[src/rtl/i2s_dac_serializer.sv]
// I2S stereo serializer with a one-entry valid/ready sample buffer and frame-boundary interrupt.
// Latency: an accepted pair goes out in the frame after the next frame load. Backpressure: sample_ready is low while the buffer is full.
module i2s_dac_serializer #(
    parameter int NUM_BITS_DAC = 24,
    parameter int SLOT_BITS    = 32,
    parameter int SCLK_DIV     = 4
) (
    input  logic                    clk,
    input  logic                    rst,
    input  logic [NUM_BITS_DAC-1:0] sample_l,
    input  logic [NUM_BITS_DAC-1:0] sample_r,
    input  logic                    sample_valid,
    output logic                    sample_ready,
    input  logic                    underrun_clr,
    output logic                    s_clk,
    output logic                    word_select,
    output logic                    serial_data,
    output logic                    interrupt_out,
    output logic                    underrun
);
    localparam int BC_W  = $clog2(2 * SLOT_BITS);
    localparam int DIV_W = (SCLK_DIV > 1) ? $clog2(SCLK_DIV) : 1;

    logic [DIV_W-1:0]        div_cnt;
    logic [BC_W-1:0]         bit_cnt;
    logic                    buf_full;
    logic [NUM_BITS_DAC-1:0] buf_l, buf_r;
    logic [NUM_BITS_DAC-1:0] shadow_l, shadow_r;

    logic                    div_wrap, fall_evt, frame_load, accept;
    logic [BC_W-1:0]         nxt_bit_cnt, pos;
    logic                    nxt_ws, nxt_sd;
    logic [NUM_BITS_DAC-1:0] slot_word, shifted;

    assign sample_ready = ~buf_full;
    assign accept       = sample_valid & ~buf_full;
    assign div_wrap     = (div_cnt == DIV_W'(SCLK_DIV - 1));
    assign fall_evt     = div_wrap & s_clk;
    assign frame_load   = fall_evt & (bit_cnt == BC_W'(2 * SLOT_BITS - 1));

    // Next bit position and the data bit that goes with it, driven at the s_clk fall.
    always_comb begin
        nxt_bit_cnt = (bit_cnt == BC_W'(2 * SLOT_BITS - 1)) ? '0 : bit_cnt + BC_W'(1);
        nxt_ws      = (nxt_bit_cnt >= BC_W'(SLOT_BITS));
        pos         = nxt_ws ? nxt_bit_cnt - BC_W'(SLOT_BITS) : nxt_bit_cnt;
        slot_word   = nxt_ws ? shadow_r : shadow_l;
        shifted     = slot_word << (pos - BC_W'(1));
        nxt_sd      = 1'b0;
        if (pos >= BC_W'(1) && pos <= BC_W'(NUM_BITS_DAC)) begin
            nxt_sd = shifted[NUM_BITS_DAC-1];
        end
    end

    always_ff @(posedge clk) begin
        if (rst) begin
            div_cnt       <= '0;
            bit_cnt       <= '0;
            s_clk         <= 1'b0;
            word_select   <= 1'b0;
            serial_data   <= 1'b0;
            interrupt_out <= 1'b0;
            underrun      <= 1'b0;
            buf_full      <= 1'b0;
            buf_l         <= '0;
            buf_r         <= '0;
            shadow_l      <= '0;
            shadow_r      <= '0;
        end else begin
            if (div_wrap) begin
                div_cnt <= '0;
                s_clk   <= ~s_clk;
            end else begin
                div_cnt <= div_cnt + DIV_W'(1);
            end

            if (fall_evt) begin
                bit_cnt     <= nxt_bit_cnt;
                word_select <= nxt_ws;
                serial_data <= nxt_sd;
            end

            interrupt_out <= frame_load;

            if (frame_load && buf_full) begin
                shadow_l <= buf_l;
                shadow_r <= buf_r;
            end

            // No bypass: a pair accepted on the load edge waits for the next frame.
            if (accept) begin
                buf_l    <= sample_l;
                buf_r    <= sample_r;
                buf_full <= 1'b1;
            end else if (frame_load) begin
                buf_full <= 1'b0;
            end

            if (frame_load && !buf_full) begin
                underrun <= 1'b1;
            end else if (underrun_clr) begin
                underrun <= 1'b0;
            end
        end
    end
endmodule
[config.mk]
export PLATFORM = sky130hd
export DESIGN_NAME = i2s_dac_serializer
export DESIGN_NICKNAME = d
export VERILOG_FILES = /design/src/rtl/i2s_dac_serializer.sv
export SDC_FILE = /design/constraint.sdc
export NUM_CORES = 1
export LEC_CHECK = 0
export ABC_AREA = 1
export BUFFER_PORTS_ARGS = -buffer_cell sky130_fd_sc_hd__buf_4
export CAP_MARGIN = 20
export CORE_MARGIN = 4
export CORE_UTILIZATION = 55
export DETAILED_ROUTE_END_ITERATION = 10
export PLACE_DENSITY = 0.86
export SLEW_MARGIN = 20
export SYNTH_ARGS = -nofsm -noshare
export SYNTH_HDL_FRONTEND = slang
export SYNTH_SLANG_ARGS = --single-unit
[constraint.sdc]
create_clock -name clk -period 4.1 [get_ports clk]
set_clock_uncertainty 0.2 [all_clocks]
set_input_delay 0.205 -clock clk [delete_from_list [all_inputs] [get_ports clk]]
set_output_delay 0.205 -clock clk [all_outputs]
set_load 0.01 [all_outputs]
==> results_dict.tcl <==
set metrics [dict create \
    hold_class "reg -> reg" \
    maxSlewViolCount 0 \
    n_antenna_cell 0 \
    end_kind "register" \
    seqCellArea_sq_um 2200 \
    r2r_cells 16 \
    drive_gt1_frac 0.125 \
    cpMaxStageDelayCell "dfxtp_1" \
    finalSetupTns_ps 0 \
    vias 4361 \
    setup_viol 0 \
    gp_congestion 0.860 \
    clockRootBuffer "clkbuf_8" \
    reg2reg_to "serial_data" \
    start_kind "register" \
    reg2reg_from "bit_cnt[0]" \
    placed_cell_area_sq_um 5010 \
    dieArea_sq_um 9870 \
    endpoint "serial_data" \
    grt_pass1_vias 4248 \
    synth_warnings 0 \
    ys_types 30 \
    drc 0 \
    fill_cells 670 \
    status "finished, final reports clean" \
    fin_nets 789 \
    first_pass_iters 4 \
    worst-setup-path-type "reg -> reg" \
    min_period_ps 2490 \
    clkTransAtPathRegs_ps 110 \
    clock-sinks 110 \
    io_pins 58 \
    cts-htree-levels 3 \
    cts-resized-gates 0 \
    critPathMostFrequentCell "nand2_1" \
    die-width_um 99.3 \
    ant_nets 0 \
    final_cell_area_sq_um 5720 \
    ir_drop_mv 0.196 \
    syn_nets 702 \
    cap_violations 0 \
    routedWlPerCell_um 13.6 \
    grt_max_degree 98 \
    path_cells "ha_1 > nand2_4 > nor2_4 > nor2_1 > nand2_2 > nand2_2 > nand2_1 > nand3_1 > nand2_1 > nand2_1 > nand2_1 > nand2_1 > nand2_1 > nand2_1 > nand3_1 > nand2_1" \
    path_max_fanout 21 \
    grt_pass1_wl_um 19300 \
    portBuffers 57 \
    synth_seq_cells 110 \
    crit_path_max_incr_delay_ps 400 \
    grtUsageTotal 0.239 \
    fin_crit_sh 0.607 \
    power_density_nw_per_um2 342 \
    cp.required_ps 4160 \
    mostFrequentLayoutCells "nor2_1, dfxtp_1, o21ai_0, nand2_1, buf_4" \
    clk_path_buf_depth 2 \
    core_area_sq_um 8180 \
    syn_to_final_growth_pct 24.6 \
    multi_input_area_sq_um 2070 \
    initial_core_util 0.561 \
    max_slew_margin 0.356 \
    gr-total-overflow 0 \
    finalNonFillerCells 843 \
    grt_antenna_before_repair 0 \
    fp-row-count 33 \
    seq_area_frac_synth 0.480 \
    r2r_slack_ps 1610 \
    cts_tree "yes" \
    cts_made_buffers 9 \
    dp_hpwl_um 7460 \
    dp.cells 776 \
    insertion_delay_ps 370 \
    p_leak_nw 2.61 \
    fmax_mhz 402 \
    finalHoldViolations 0 \
    rsz0062_at_grt "no" \
    via_per_inst 5.17 \
    routed_wl_um 11400 \
    syn-mean-instance-area_sq_um 7.10 \
    die-height_um 99.3 \
    worst_pin_slew_ps 966 \
    netlist_area_sq_um 4590 \
    synth_cells 646 \
    drt_iter0_drc 202 \
    crit_arrival_ps 2550 \
    mostFrequentLayoutCell "nor2_1" \
    cp-startpoint "bit_cnt[0]" \
]
repair_timing:
item                      4_1_cts  5_1_grt
hold endpoints to repair       54        0
hold buffers                   51        0
buffers inserted                0        0
sequential cells by signal (all words and copies together), names as in the netlist:
name,count
s_clk,1
buf_full,1
shadow_r,24
buf_l,24
buf_r,24
underrun,1
interrupt_out,1
bit_cnt,6
serial_data,1
div_cnt,2
word_select,1
shadow_l,24
through the flow:
step / hold slack [ps] / utilization / setup slack, ps / power [mW]
2_1_floorplan: 76.1 / - / 2080 / 1.22
3_3_place_gp: 212 / 0.613 / 1660 / 1.28
3_5_place_dp: 226 / 0.613 / 1630 / 1.28
4_1_cts: 242 / 0.699 / 1620 / 1.96
5_1_grt: 279 / 0.699 / 1260 / 2.04
6_report: 244 / 0.699 / 1610 / 1.96
Yosys cell counts:
master | count | share of area
nand2_1 | 86 | 0.070
xor2_1 | 1 | 0.0019
buf_2 | 2 | 0.0022
a32o_1 | 1 | 0.0022
nor2_2 | 2 | 0.0027
o21ai_1 | 8 | 0.0087
nor3b_1 | 1 | 0.0016
clkbuf_2 | 1 | 0.0011
nor2_1 | 196 | 0.16
nand3_1 | 36 | 0.039
ha_1 | 4 | 0.011
or2_1 | 1 | 0.0014
nand2_8 | 1 | 0.0044
o22ai_1 | 5 | 0.0068
o211ai_1 | 2 | 0.0033
clkbuf_1 | 28 | 0.023
buf_6 | 4 | 0.0098
nand3_2 | 1 | 0.0022
a211oi_1 | 1 | 0.0016
nand2_2 | 2 | 0.0027
nor2_8 | 1 | 0.0044
inv_2 | 4 | 0.0033
nand2_4 | 2 | 0.0049
o21ai_0 | 95 | 0.10
nor2_4 | 1 | 0.0025
nor3_1 | 1 | 0.0011
buf_4 | 1 | 0.0016
inv_1 | 36 | 0.029
dfxtp_1 | 110 | 0.48
a21oi_1 | 12 | 0.013
area by class of cell:
type / instances / area share
Clock buffer: 10 / 0.0223
Clock inverter: 6 / 0.0123
Inverter: 40 / 0.0265
Multi-Input combinational cell: 460 / 0.361
Sequential cell: 110 / 0.385
Tap cell: 105 / 0.0230
Timing Repair Buffer: 112 / 0.169
worst max-delay path: cells and delay by family (launching register included):
family,cells,cell delay [ps]
flops,1,400
fa+ha+maj,1,240
simple gates,15,1550
cell families (layout without fill, tap and decap cells):
kind of cell | after synthesis | in the layout | synth area share
simple gates | 331 | 331 | 0.298
compound gates | 124 | 124 | 0.139
flops | 110 | 110 | 0.480
buf+inv | 76 | 168 | 0.0703
fa+ha+maj | 4 | 4 | 0.0109
xor+xnor | 1 | 1 | 0.00191
worst min path at each step:
| stage | startpoint | endpoint | slack (ps) | depth (start not counted) |
|---|---|---|---|---|
| 2_1_floorplan | rst | div_cnt[0] | 80 | 1 |
| 3_3_place_gp | div_cnt[0] | div_cnt[0] | 210 | 1 |
| 3_5_place_dp | rst | div_cnt[0] | 230 | 2 |
| 4_1_cts | div_cnt[0] | div_cnt[0] | 240 | 1 |
| 5_1_grt | div_cnt[0] | div_cnt[0] | 280 | 1 |
| 6_report | div_cnt[0] | div_cnt[0] | 240 | 1 |
where the power goes:
group / internal [mW] / leakage [nW] / switching (mW) / total [mW]
Sequential: 1.11 / 0.898 / 0.0196 / 1.13
Clock: 0.287 / 0.101 / 0.369 / 0.657
Combinational: 0.0925 / 1.61 / 0.0803 / 0.173
metal layers:
layer  global-route usage  vias to the layer above  share of wire
li1                     -                     2227              -
met1                0.297                     2042           0.45
met2                0.421                       72           0.51
met3               0.0393                       20          0.031
met4               0.0788                        0          0.016
met5                    0                        -              0
Power figures use the tool's default switching activity.
